==> config.mk <==
export PLATFORM = sky130hd
export DESIGN_NAME = instr_fetch_flat
export DESIGN_NICKNAME = d
export VERILOG_FILES = /design/src/rtl/instr_fetch_if.sv /design/src/rtl/instr_fetch.sv /design/src/flat_wrapper.sv
export SDC_FILE = /design/constraint.sdc
export NUM_CORES = 1
export LEC_CHECK = 0
export CAP_MARGIN = 20
export CORE_MARGIN = 8
export CORE_UTILIZATION = 50
export CTS_BUF_LIST = sky130_fd_sc_hd__clkbuf_8 sky130_fd_sc_hd__clkbuf_16
export CTS_CLUSTER_DIAMETER = 80
export DETAILED_ROUTE_END_ITERATION = 16
export PLACE_DENSITY_LB_ADDON = 0.15
export SKIP_LAST_GASP = 1
export SLEW_MARGIN = 20
export SYNTH_ARGS = -nofsm -noshare
export SYNTH_HDL_FRONTEND = slang
export SYNTH_SLANG_ARGS = --single-unit
==> constraint.sdc <==
create_clock -name clk -period 3.1 [get_ports clk]
set_clock_uncertainty 0.15 [all_clocks]
set_input_delay 0.62 -clock clk [delete_from_list [all_inputs] [get_ports clk]]
set_output_delay 0.62 -clock clk [all_outputs]
set_load 0.005 [all_outputs]
==> src/rtl/instr_fetch_if.sv <==
// instr_fetch_if: imem read port, decode handshake and redirect bundle for the fetch stage.
interface instr_fetch_if #(
  parameter int PC_W    = 16,
  parameter int INSTR_W = 16
);
  logic [PC_W-1:0]    o_imem_addr;
  logic               o_imem_rd;
  logic               i_imem_waitreq;
  logic [INSTR_W-1:0] i_imem_rddata;
  logic               o_valid;
  logic               i_ready;
  logic [INSTR_W-1:0] o_instr;
  logic [4:0]         o_opcode;
  logic [PC_W-1:0]    o_pc;
  logic [PC_W-1:0]    o_pc_plus2;
  logic               i_redirect;
  logic [PC_W-1:0]    i_redirect_pc;
  logic [31:0]        o_fetch_cnt;
  modport master (
    output o_imem_addr, o_imem_rd, o_valid, o_instr, o_opcode, o_pc, o_pc_plus2, o_fetch_cnt,
    input  i_imem_waitreq, i_imem_rddata, i_ready, i_redirect, i_redirect_pc
  );
  modport slave (
    input  o_imem_addr, o_imem_rd, o_valid, o_instr, o_opcode, o_pc, o_pc_plus2, o_fetch_cnt,
    output i_imem_waitreq, i_imem_rddata, i_ready, i_redirect, i_redirect_pc
  );
endinterface

==> src/rtl/instr_fetch.sv <==
// instr_fetch: PC/IR fetch stage with imem wait-states, decode handshake and PC redirect.
module instr_fetch #(
  parameter int              PC_W     = 16,
  parameter int              INSTR_W  = 16,
  parameter logic [PC_W-1:0] RESET_PC = '0
) (
  input logic clk,
  input logic reset,
  instr_fetch_if.master bus
);
  typedef enum logic [1:0] {FETCH, RESP, HOLD} state_t;
  state_t             r_state;
  logic [PC_W-1:0]    r_fpc;
  logic [PC_W-1:0]    r_pc;
  logic [PC_W-1:0]    r_pc_plus2;
  logic [INSTR_W-1:0] r_instr;
  logic               r_valid;
  logic [31:0]        r_cnt;
  logic [PC_W-1:0]    w_fpc_next;
  assign w_fpc_next       = r_fpc + PC_W'(2);
  assign bus.o_imem_addr  = r_fpc;
  assign bus.o_imem_rd    = (r_state == FETCH) && !reset;
  assign bus.o_valid      = r_valid;
  assign bus.o_instr      = r_instr;
  assign bus.o_opcode     = r_instr[4:0];
  assign bus.o_pc         = r_pc;
  assign bus.o_pc_plus2   = r_pc_plus2;
  assign bus.o_fetch_cnt  = r_cnt;
  always_ff @(posedge clk) begin
    if (reset) begin
      r_state    <= FETCH;
      r_fpc      <= RESET_PC;
      r_pc       <= '0;
      r_pc_plus2 <= PC_W'(2);
      r_instr    <= '0;
      r_valid    <= 1'b0;
      r_cnt      <= '0;
    end else begin
      // delivery is counted even when a redirect squashes the stage in the same cycle
      if (r_state == HOLD && bus.i_ready && r_cnt != 32'hFFFF_FFFF)
        r_cnt <= r_cnt + 32'd1;
      if (bus.i_redirect) begin
        r_fpc   <= {bus.i_redirect_pc[PC_W-1:1], 1'b0};
        r_valid <= 1'b0;
        r_state <= FETCH;
      end else begin
        case (r_state)
          FETCH: r_state <= bus.i_imem_waitreq ? FETCH : RESP;
          RESP: begin
            r_instr    <= bus.i_imem_rddata;
            r_pc       <= r_fpc;
            r_pc_plus2 <= w_fpc_next;
            r_fpc      <= w_fpc_next;
            r_valid    <= 1'b1;
            r_state    <= HOLD;
          end
          HOLD: begin
            r_valid <= bus.i_ready ? 1'b0 : r_valid;
            r_state <= bus.i_ready ? FETCH : HOLD;
          end
          default: r_state <= FETCH;
        endcase
      end
    end
  end
endmodule
==> src/flat_wrapper.sv <==
// flat-port wrapper written by rule: the top's interface ports become plain ports
module instr_fetch_flat 
#(
  parameter int              PC_W     = 16,
  parameter int              INSTR_W  = 16,
  parameter logic [PC_W-1:0] RESET_PC = '0
)
  (clk, reset, bus_o_imem_addr, bus_o_imem_rd, bus_o_valid, bus_o_instr, bus_o_opcode, bus_o_pc, bus_o_pc_plus2, bus_o_fetch_cnt, bus_i_imem_waitreq, bus_i_imem_rddata, bus_i_ready, bus_i_redirect, bus_i_redirect_pc);
  instr_fetch_if #(.PC_W(PC_W), .INSTR_W(INSTR_W)) bus_i ();
  input logic clk;
  input logic reset;
  output wire logic [$bits(bus_i.o_imem_addr)-1:0] bus_o_imem_addr;
  output wire logic [$bits(bus_i.o_imem_rd)-1:0] bus_o_imem_rd;
  output wire logic [$bits(bus_i.o_valid)-1:0] bus_o_valid;
  output wire logic [$bits(bus_i.o_instr)-1:0] bus_o_instr;
  output wire logic [$bits(bus_i.o_opcode)-1:0] bus_o_opcode;
  output wire logic [$bits(bus_i.o_pc)-1:0] bus_o_pc;
  output wire logic [$bits(bus_i.o_pc_plus2)-1:0] bus_o_pc_plus2;
  output wire logic [$bits(bus_i.o_fetch_cnt)-1:0] bus_o_fetch_cnt;
  input wire logic [$bits(bus_i.i_imem_waitreq)-1:0] bus_i_imem_waitreq;
  input wire logic [$bits(bus_i.i_imem_rddata)-1:0] bus_i_imem_rddata;
  input wire logic [$bits(bus_i.i_ready)-1:0] bus_i_ready;
  input wire logic [$bits(bus_i.i_redirect)-1:0] bus_i_redirect;
  input wire logic [$bits(bus_i.i_redirect_pc)-1:0] bus_i_redirect_pc;
  assign bus_o_imem_addr = bus_i.o_imem_addr;
  assign bus_o_imem_rd = bus_i.o_imem_rd;
  assign bus_o_valid = bus_i.o_valid;
  assign bus_o_instr = bus_i.o_instr;
  assign bus_o_opcode = bus_i.o_opcode;
  assign bus_o_pc = bus_i.o_pc;
  assign bus_o_pc_plus2 = bus_i.o_pc_plus2;
  assign bus_o_fetch_cnt = bus_i.o_fetch_cnt;
  assign bus_i.i_imem_waitreq = bus_i_imem_waitreq;
  assign bus_i.i_imem_rddata = bus_i_imem_rddata;
  assign bus_i.i_ready = bus_i_ready;
  assign bus_i.i_redirect = bus_i_redirect;
  assign bus_i.i_redirect_pc = bus_i_redirect_pc;
  instr_fetch #(.PC_W(PC_W), .INSTR_W(INSTR_W), .RESET_PC(RESET_PC)) u_core (.clk(clk), .reset(reset), .bus(bus_i));
endmodule
# After elaboration in Yosys (flattened, before gate mapping)
# Index checks and enable logic that the tools add are counted.
[totals]
elab_cells = 32
register_bits = 99
[op_classes]
n_reduce_logical = 10
n_eq_ne = 4
add_sub_neg = 2
n_bitwise = 1
n_mux = 7
[op_table]
columns = ["cell", "count"]
rows = [
  ["adder 32 x 1 -> 32 bit, second input constant", 1],
  ["two-way mux 16 bit", 2],
  ["inequality test 32 bit, second input constant", 1],
  ["adder 16 x 2 -> 16 bit, second input constant", 1],
  ["one-hot mux 2 bit (3 select lines)", 1],
  ["AND reduction 2 bit", 2],
  ["nonzero test 2 bit", 2],
  ["logical AND 1 bit", 3],
  ["== test 2 x 1 -> 1 bit, second input constant", 1],
  ["== test 2 bit, second input constant", 1],
  ["zero test 2 bit", 1],
  ["two-way mux 1 bit", 2],
  ["two-way mux 2 bit", 1],
  ["inequality test 2 bit, second input constant", 1],
  ["one-hot mux 1 bit (2 select lines)", 1],
  ["OR reduction 2 bit", 1],
  ["zero test 1 bit", 1],
  ["NOT 1 bit", 1],
]

# Depth between registers and ports, before layout
# Gate-level depths: netlist of the first run.
[logic_depth]
word_depth = 3
mapped_depth = 7
depth_no_buf = 6

# Worst setup path after synthesis of the first run
# Ideal clock, no wire load.
[synth_timing]
kind = "input to register"
from = "in bus_i_ready"
to = "reg u_core.r_cnt[30] (netlist: u_core.bus.o_fetch_cnt[30])"
required_time_ns = 2.834
setup_ns = 0.116
t_arrival_ns = 1.893
n_path_buf = 0
path_slack_ns = 0.940
cell_stages = 5
cell_sequence = "nand3b_1 or4_4 nor3_4 a211oi_1 a31o_2"
[synth_between]
elab_chain_len = 2
[synth_lines]
columns = ["element", "line", "rtl"]
rows = [
  ["from (decl)", "flat_wrapper.sv:22", "input wire logic [$bits(bus_i.i_ready)-1:0] bus_i_ready;"],
  ["logical AND 1 bit (2 in series)", "instr_fetch.sv:40", "if (r_state == HOLD && bus.i_ready && r_cnt != 32'hFFFF_FFFF)"],
  ["to (signal assigned)", "instr_fetch.sv:41", "r_cnt <= r_cnt + 32'd1;"],
  ["to (decl)", "instr_fetch.sv:18", "logic [31:0] r_cnt;"],
]
# Every way passes these cells.
# A chain may end at the register's enable or synchronous reset.

# Worst setup path in the final report of the first run
[layout_timing]
from = "reg u_core.r_cnt[3] (netlist: u_core.bus.o_fetch_cnt[3])"
to = "reg u_core.r_cnt[21] (netlist: u_core.bus.o_fetch_cnt[21])"
[layout_between]
elab_chain_len = 2
elab_cells_between_ends = 3
cone_classes = "add/sub (1); eq/ne (1); reduce/logical (1)"
[layout_lines]
columns = ["element"]
rows = [
  ["branches (longest 2 deep; another with adder 32 x 1 -> 32 bit)"],
]
# Several ways; the timed one is not identified.

==> impl_metrics.env, run 1 <==
export IMPL_outcome="complete, no violations"
export IMPL_cts_buffers=9
export IMPL_fmax_ghz=0.419
export IMPL_p_leak_nw=2.01
export IMPL_synth_seq_cells=96
export IMPL_slew_violations=0
export IMPL_switching_share_pct=26.2
export IMPL_std_cell_rows=34
export IMPL_synthToLayoutAreaGrowth_pct=35.1
export IMPL_fillers=715
export IMPL_grt_overflow_total=0
export IMPL_maxCapViolations=0
export IMPL_hp_class="reg -> reg"
export IMPL_met1_length_um=5590
export IMPL_mostFrequentLayoutCell="clkdlybuf4s50_1"
export IMPL_cts_hold_buf=0
export IMPL_p_per_area_nw_per_um2=383
export IMPL_gp_congestion=0.845
export IMPL_cts_resized=0
export IMPL_antenna_left=0
export IMPL_yosys_cell_types_count=50
export IMPL_hold_viol=0
export IMPL_seqPwrFrac_pct=56.6
export IMPL_grt_max_degree=99
export IMPL_cell_internal_pwr_mw=1.69
export IMPL_synth_area_mux_share_pct=1.62
export IMPL_power_mw=2.28
export IMPL_vias=4135
export IMPL_initial_core_util_pct=51.1
export IMPL_antenna_found_initial=0
export IMPL_layout_drive_gt1_share_pct=6.44
export IMPL_core_region_area_um2=8640
export IMPL_synth_top_family_by_area="simple AND/OR/NAND/NOR gates"
export IMPL_crit_path_end_kind="flip-flop"
export IMPL_yosys_area_share_simple_pct=27.5
export IMPL_maxSlewHeadroom_pct=34.0
export IMPL_viasPerCell=5.44
export IMPL_io_pins=140
export IMPL_clk_path_buf_depth=2
export IMPL_worst_pin_slew_ns=0.991
export IMPL_tns_ns=0
export IMPL_die_h_um=110
export IMPL_clk_pin_slew_ns=0.10
export IMPL_dieArea_um2=12100
export IMPL_synth_main_ff_cell="dfxtp_1"
export IMPL_cts_root_buf="clkbuf_8"
export IMPL_hp_start="u_core.bus.o_pc[3]"
export IMPL_clock_sinks=96
export IMPL_hold_ws_ns=0.309
export IMPL_finalNetCount=686
export IMPL_grt_usage_pct=19.8
export IMPL_synth_area_per_cell_um2=8.25
export IMPL_drt_iter0_drc=224
export IMPL_route_top_layer_used="met4"
export IMPL_wl_met2_um=5280
export IMPL_synth_warnings=0
export IMPL_synth_edff_count=0
export IMPL_grt_pass1_vias=3871
export IMPL_hpwl_um=8900
export IMPL_port_buffers=135
export IMPL_wl_um=12100
export IMPL_cts_tree="built"
export IMPL_crit_required_ns=3.17
export IMPL_hold_end="u_core.bus.o_pc[3]"
export IMPL_post_cts_buffers=0
export IMPL_wl_met3_um=1060
export IMPL_firstDrtPassIters=4
export IMPL_drc=0
export IMPL_r2r_end="u_core.bus.o_fetch_cnt[21]"
export IMPL_grt_pass1_wl_um=19200
export IMPL_cp_start_kind="flip-flop"
export IMPL_synth_xor_area_share_pct=7.74
export IMPL_crit_fanout=12
export IMPL_final_cell_mix="clkdlybuf4s50_1 (134), dfxtp_1 (96), nand2_1 (89)"
export IMPL_period_needed_ns=2.39
export IMPL_synthArstFlopShare_pct=0
export IMPL_dpl_cell_area_um2=5780
export IMPL_syn_area_um2=4410
export IMPL_synth_compound_gate_area_share_pct=13.6
export IMPL_routedWlPerCell_um=15.9
export IMPL_antennaDiodeCount=0
export IMPL_cp_arrival_ns=2.46
export IMPL_ys_seq_area_share_pct=43.5
export IMPL_finalCritPeriodShare_pct=77.1
export IMPL_ctsHtreeMaxLevel=3
export IMPL_path_class="reg -> reg"
export IMPL_comb_power_share_pct=9.2
export IMPL_setup_violations=0
export IMPL_die_w_um=110
export IMPL_rsz0062_at_grt="false"
export IMPL_power_switching_uw=598
export IMPL_vdd_drop_max_v=0.000203
export IMPL_holdPathStages=2
export IMPL_synth_fa_ha_area_share_pct=0.567
export IMPL_syn_inst=535
export IMPL_clk_latency_ns=0.37
export IMPL_final_area_um2=5970
export IMPL_pwr_share_clk_pct=34.2
export IMPL_reg2regPathDepth=5
export IMPL_worst_r2r_startpoint="u_core.bus.o_fetch_cnt[3]"
export IMPL_rrSetupSlack_ns=0.71
[flip-flops by register name, indices dropped and copies added, names as in the netlist]
name and count:
u_core.bus.o_valid 1, u_core.r_state 2, u_core.bus.o_pc_plus2 15, u_core.bus.o_fetch_cnt 32
u_core.bus.o_pc 15, u_core.bus.o_instr 16, u_core.bus.o_imem_addr 15
[routing by layer]
metal | up-vias | track usage [%]
met3 | 15 | 5.63
met5 | - | 0
li1 | 2068 | -
met1 | 1921 | 27.2
met2 | 131 | 28.9
met4 | 0 | 7.04
[worst max-delay path, cell delays in order, from the launching register on]
cell     delay (ns)
dfxtp_1        0.45
nand4_2        0.37
nor4_4         0.57
and2_0         0.45
or4_1          0.19
a21oi_1        0.06
[Yosys cell counts (2+ instances only)]
cell type,number,area share (%)
dfxtp_1,96,44
nand4_1,9,1.3
mux2i_1,6,1.4
nor3_1,11,1.2
buf_4,8,1.4
a31oi_1,3,0.43
clkbuf_1,31,2.6
o21bai_1,2,0.34
ha_1,2,0.57
and4_1,5,0.99
nor4_2,4,1.1
a21oi_1,53,6.0
or3_1,9,1.3
nor4_1,4,0.57
nor2_1,55,4.7
xor2_1,19,3.8
nand4_2,2,0.57
or4_1,8,1.4
xnor2_1,20,4.0
nor4_4,2,0.96
buf_1,3,0.26
o21ai_0,10,1.1
o31ai_1,6,1.0
nor2b_1,3,0.43
and3_1,4,0.57
a211oi_1,19,3.2
inv_1,8,0.68
nand2_1,89,7.6
nand3_1,20,2.3
nand2b_1,4,0.57
[per-stage QoR]
stage / setup WS (ns) / util (%) / instances
2_1_floorplan: 0.940 / - / 537
3_3_place_gp: 0.387 / 66.9 / 744
3_5_place_dp: 0.356 / 66.9 / 744
4_1_cts: 0.713 / 69.1 / 760
5_1_grt: 0.505 / 69.1 / 760
6_report: 0.711 / 69.1 / 760
[layout make-up]
| class | count | area, um2 | share of cell area (%) |
|---|---|---|---|
| multi-input cells | 388 | 2270 | 38.0 |
| flip-flops and latches | 96 | 1920 | 32.2 |
| repair buffers | 143 | 1420 | 23.8 |
| well taps | 108 | 135 | 2.27 |
| clock buffers | 9 | 124 | 2.08 |
| clock inverters | 7 | 62.6 | 1.05 |
| inverters | 9 | 33.8 | 0.566 |
[power by group through the flow]
| stage | logic (mW) | registers (mW) | clock network (mW) |
|---|---|---|---|
| 3_5_place_dp | 0.210 | 1.32 | 0 |
| 2_1_floorplan | 0.101 | 1.31 | 0 |
| 5_1_grt | 0.228 | 1.30 | 0.858 |
| 6_report | 0.209 | 1.29 | 0.781 |
| 3_3_place_gp | 0.208 | 1.32 | 0 |
| 4_1_cts | 0.212 | 1.29 | 0.797 |
[logic make-up (layout without fill, tap and decap cells)]
| family | after synthesis | after routing |
|---|---|---|
| and+or+nand+nor | 237 | 237 |
| buffers and inverters | 53 | 168 |
| AOI/OAI and AO/OA | 100 | 100 |
| muxes | 7 | 7 |
| adders and majority gates | 2 | 2 |
| other | 1 | 3 |
| DFF | 96 | 96 |
| xor gates and xnor gates | 39 | 39 |
[worst max-delay path by stage]
| stage | from | endpoint | slack [ns] |
|---|---|---|---|
| 2_1_floorplan | bus_i_ready | u_core.bus.o_fetch_cnt[30] | 0.94 |
| 3_3_place_gp | bus_i_ready | u_core.bus.o_fetch_cnt[30] | 0.39 |
| 3_5_place_dp | bus_i_ready | u_core.bus.o_fetch_cnt[31] | 0.36 |
| 4_1_cts | u_core.bus.o_fetch_cnt[3] | u_core.bus.o_fetch_cnt[31] | 0.71 |
| 5_1_grt | u_core.bus.o_fetch_cnt[3] | u_core.bus.o_fetch_cnt[17] | 0.50 |
| 6_report | u_core.bus.o_fetch_cnt[3] | u_core.bus.o_fetch_cnt[21] | 0.71 |
Power figures use the tool's default switching activity.
==> run 2: changes to the inputs <==
- CORE_UTILIZATION: 50 -> 47
- clock period: 3.1 -> 2.5 ns (I/O delays scaled with it)
==> run 2 against run 1 <==
- flip-flop and latch count did not move
- via count rose by 0.70%
- clock power rose by 33%
- sequential share of layout area fell by 0.82 points
- critical endpoint is now u_core.bus.o_fetch_cnt[23]
- worst setup slack got worse by 0.52 ns
- design area rose by 2.6%
- core utilization fell by 2.5 points
- register-to-register slack got worse by 0.52 ns
- maximum frequency rose by 3.5%
- worst hold slack got worse by 0.0031 ns
- highest routed layer unchanged
- sequential power rose by 24%
- cell count rose by 2.8%
==> impl_metrics.env, run 2 (synthesis gave the netlist of run 1 again) <==
export IMPL_die_h_um=113
export IMPL_holdPathStages=2
export IMPL_vias=4164
export IMPL_antenna_left=0
export IMPL_layout_drive_gt1_share_pct=8.96
export IMPL_drc=0
export IMPL_cp_start_kind="flip-flop"
export IMPL_clock_sinks=96
export IMPL_hold_ws_ns=0.306
export IMPL_p_per_area_nw_per_um2=474
export IMPL_r2r_end="u_core.bus.o_fetch_cnt[23]"
export IMPL_grt_overflow_total=0
export IMPL_vdd_drop_max_v=0.000266
export IMPL_grt_pass1_wl_um=19800
export IMPL_hpwl_um=9270
export IMPL_clk_path_buf_depth=2
export IMPL_viasPerCell=5.33
export IMPL_crit_required_ns=2.59
export IMPL_post_cts_buffers=0
export IMPL_cp_arrival_ns=2.40
export IMPL_wl_um=12400
export IMPL_grt_pass1_vias=3901
export IMPL_port_buffers=135
export IMPL_synthToLayoutAreaGrowth_pct=38.7
export IMPL_clk_latency_ns=0.36
export IMPL_power_switching_uw=721
export IMPL_fmax_ghz=0.433
export IMPL_crit_fanout=6
export IMPL_die_w_um=113
export IMPL_hp_start="u_core.bus.o_pc[7]"
export IMPL_clk_pin_slew_ns=0.10
export IMPL_ctsHtreeMaxLevel=3
export IMPL_core_region_area_um2=9200
export IMPL_maxSlewHeadroom_pct=61.1
export IMPL_cts_root_buf="clkbuf_8"
export IMPL_mostFrequentLayoutCell="clkdlybuf4s50_1"
export IMPL_switching_share_pct=24.8
export IMPL_fillers=820
export IMPL_comb_power_share_pct=9.1
export IMPL_cell_internal_pwr_mw=2.18
export IMPL_finalNetCount=704
export IMPL_routedWlPerCell_um=15.9
export IMPL_pwr_share_clk_pct=35.7
export IMPL_worst_r2r_startpoint="u_core.bus.o_fetch_cnt[0]"
export IMPL_finalCritPeriodShare_pct=92.3
export IMPL_worst_pin_slew_ns=0.582
export IMPL_reg2regPathDepth=8
export IMPL_firstDrtPassIters=5
export IMPL_rsz0062_at_grt="false"
export IMPL_period_needed_ns=2.31
export IMPL_crit_path_end_kind="flip-flop"
export IMPL_std_cell_rows=35
export IMPL_dieArea_um2=12700
export IMPL_cts_resized=0
export IMPL_hp_class="reg -> reg"
export IMPL_outcome="complete, no violations"
export IMPL_cts_tree="built"
export IMPL_hold_end="u_core.bus.o_pc[7]"
export IMPL_p_leak_nw=2.09
export IMPL_final_cell_mix="clkdlybuf4s50_1 (134), dfxtp_1 (96), nand2_1 (89)"
export IMPL_io_pins=140
export IMPL_setup_violations=0
export IMPL_gp_congestion=0.857
export IMPL_grt_max_degree=54
export IMPL_largest_reg_flops=32
export IMPL_antenna_found_initial=0
export IMPL_grt_usage_pct=18.9
export IMPL_initial_core_util_pct=48.0
export IMPL_drt_iter0_drc=250
export IMPL_hold_viol=0
export IMPL_dp_cells=765
export IMPL_rrSetupSlack_ns=0.19
export IMPL_cts_hold_buf=0
export IMPL_path_class="reg -> reg"
export IMPL_seqPwrFrac_pct=55.2
export IMPL_antennaDiodeCount=0
export IMPL_maxCapViolations=0
export IMPL_final_cells=781
export IMPL_cts_buffers=9
export IMPL_slew_violations=0
## run 2: per-layer routing
| layer | track usage (%) | vias up | wire [um] |
|---|---|---|---|
| li1 | - | 2101 | - |
| met1 | 24.8 | 1928 | 5660 |
| met2 | 29.7 | 127 | 5600 |
| met3 | 5.70 | 8 | 1040 |
| met4 | 4.62 | 0 | 97 |
| met5 | 0 | - | 0 |
## run 2: critical path: stages (launching register included)
cell and delay (ns):
dfxtp_1 0.44, ha_1 0.25, nand3_1 0.20, or4_1 0.50, o211ai_2 0.22, buf_4 0.16, buf_4 0.10, xor2_1 0.13
nor2_1 0.05
## run 2: power by group through the flow
stage / Clock (mW) / Sequential (mW) / Combinational (mW)
global route: 1.13 / 1.61 / 0.288
detailed placement: 0 / 1.64 / 0.264
CTS: 1.07 / 1.60 / 0.266
finish: 1.04 / 1.60 / 0.263
global placement: 0 / 1.64 / 0.260
floorplan: 0 / 1.62 / 0.125
## run 2: final cells by class
class / count / area [um2] / share of cell area (%)
clock buffers: 9 / 124 / 2.02
multi-input cells: 388 / 2270 / 37.1
well taps: 111 / 139 / 2.27
inverters: 9 / 33.8 / 0.552
repair buffers: 161 / 1550 / 25.4
clock inverters: 7 / 78.8 / 1.29
flip-flops and latches: 96 / 1920 / 31.4
## run 2: worst max-delay path by stage
stage | startpoint | depth (start not counted) | to
floorplan | u_core.bus.o_fetch_cnt[3] | 6 | u_core.bus.o_fetch_cnt[30]
global placement | bus_i_ready | 6 | u_core.bus.o_fetch_cnt[30]
detailed placement | bus_i_ready | 6 | u_core.bus.o_fetch_cnt[30]
CTS | u_core.bus.o_fetch_cnt[0] | 8 | u_core.bus.o_fetch_cnt[23]
global route | u_core.bus.o_fetch_cnt[9] | 6 | u_core.bus.o_fetch_cnt[1]
finish | u_core.bus.o_fetch_cnt[0] | 8 | u_core.bus.o_fetch_cnt[23]
## run 2: metrics by stage
stage / TNS (ns) / setup WS (ns) / utilization (%) / cell area [um2] / power (mW)
finish: 0 / 0.192 / 66.6 / 6120 / 2.90
CTS: 0 / 0.173 / 66.6 / 6120 / 2.94
detailed placement: -0.239 / -0.0706 / 64.4 / 5920 / 1.90
global placement: -0.0721 / -0.0364 / 64.4 / 5920 / 1.90
floorplan: 0 / 0.405 / - / 4420 / 1.75
global route: 0 / 0.0461 / 66.6 / 6120 / 3.03
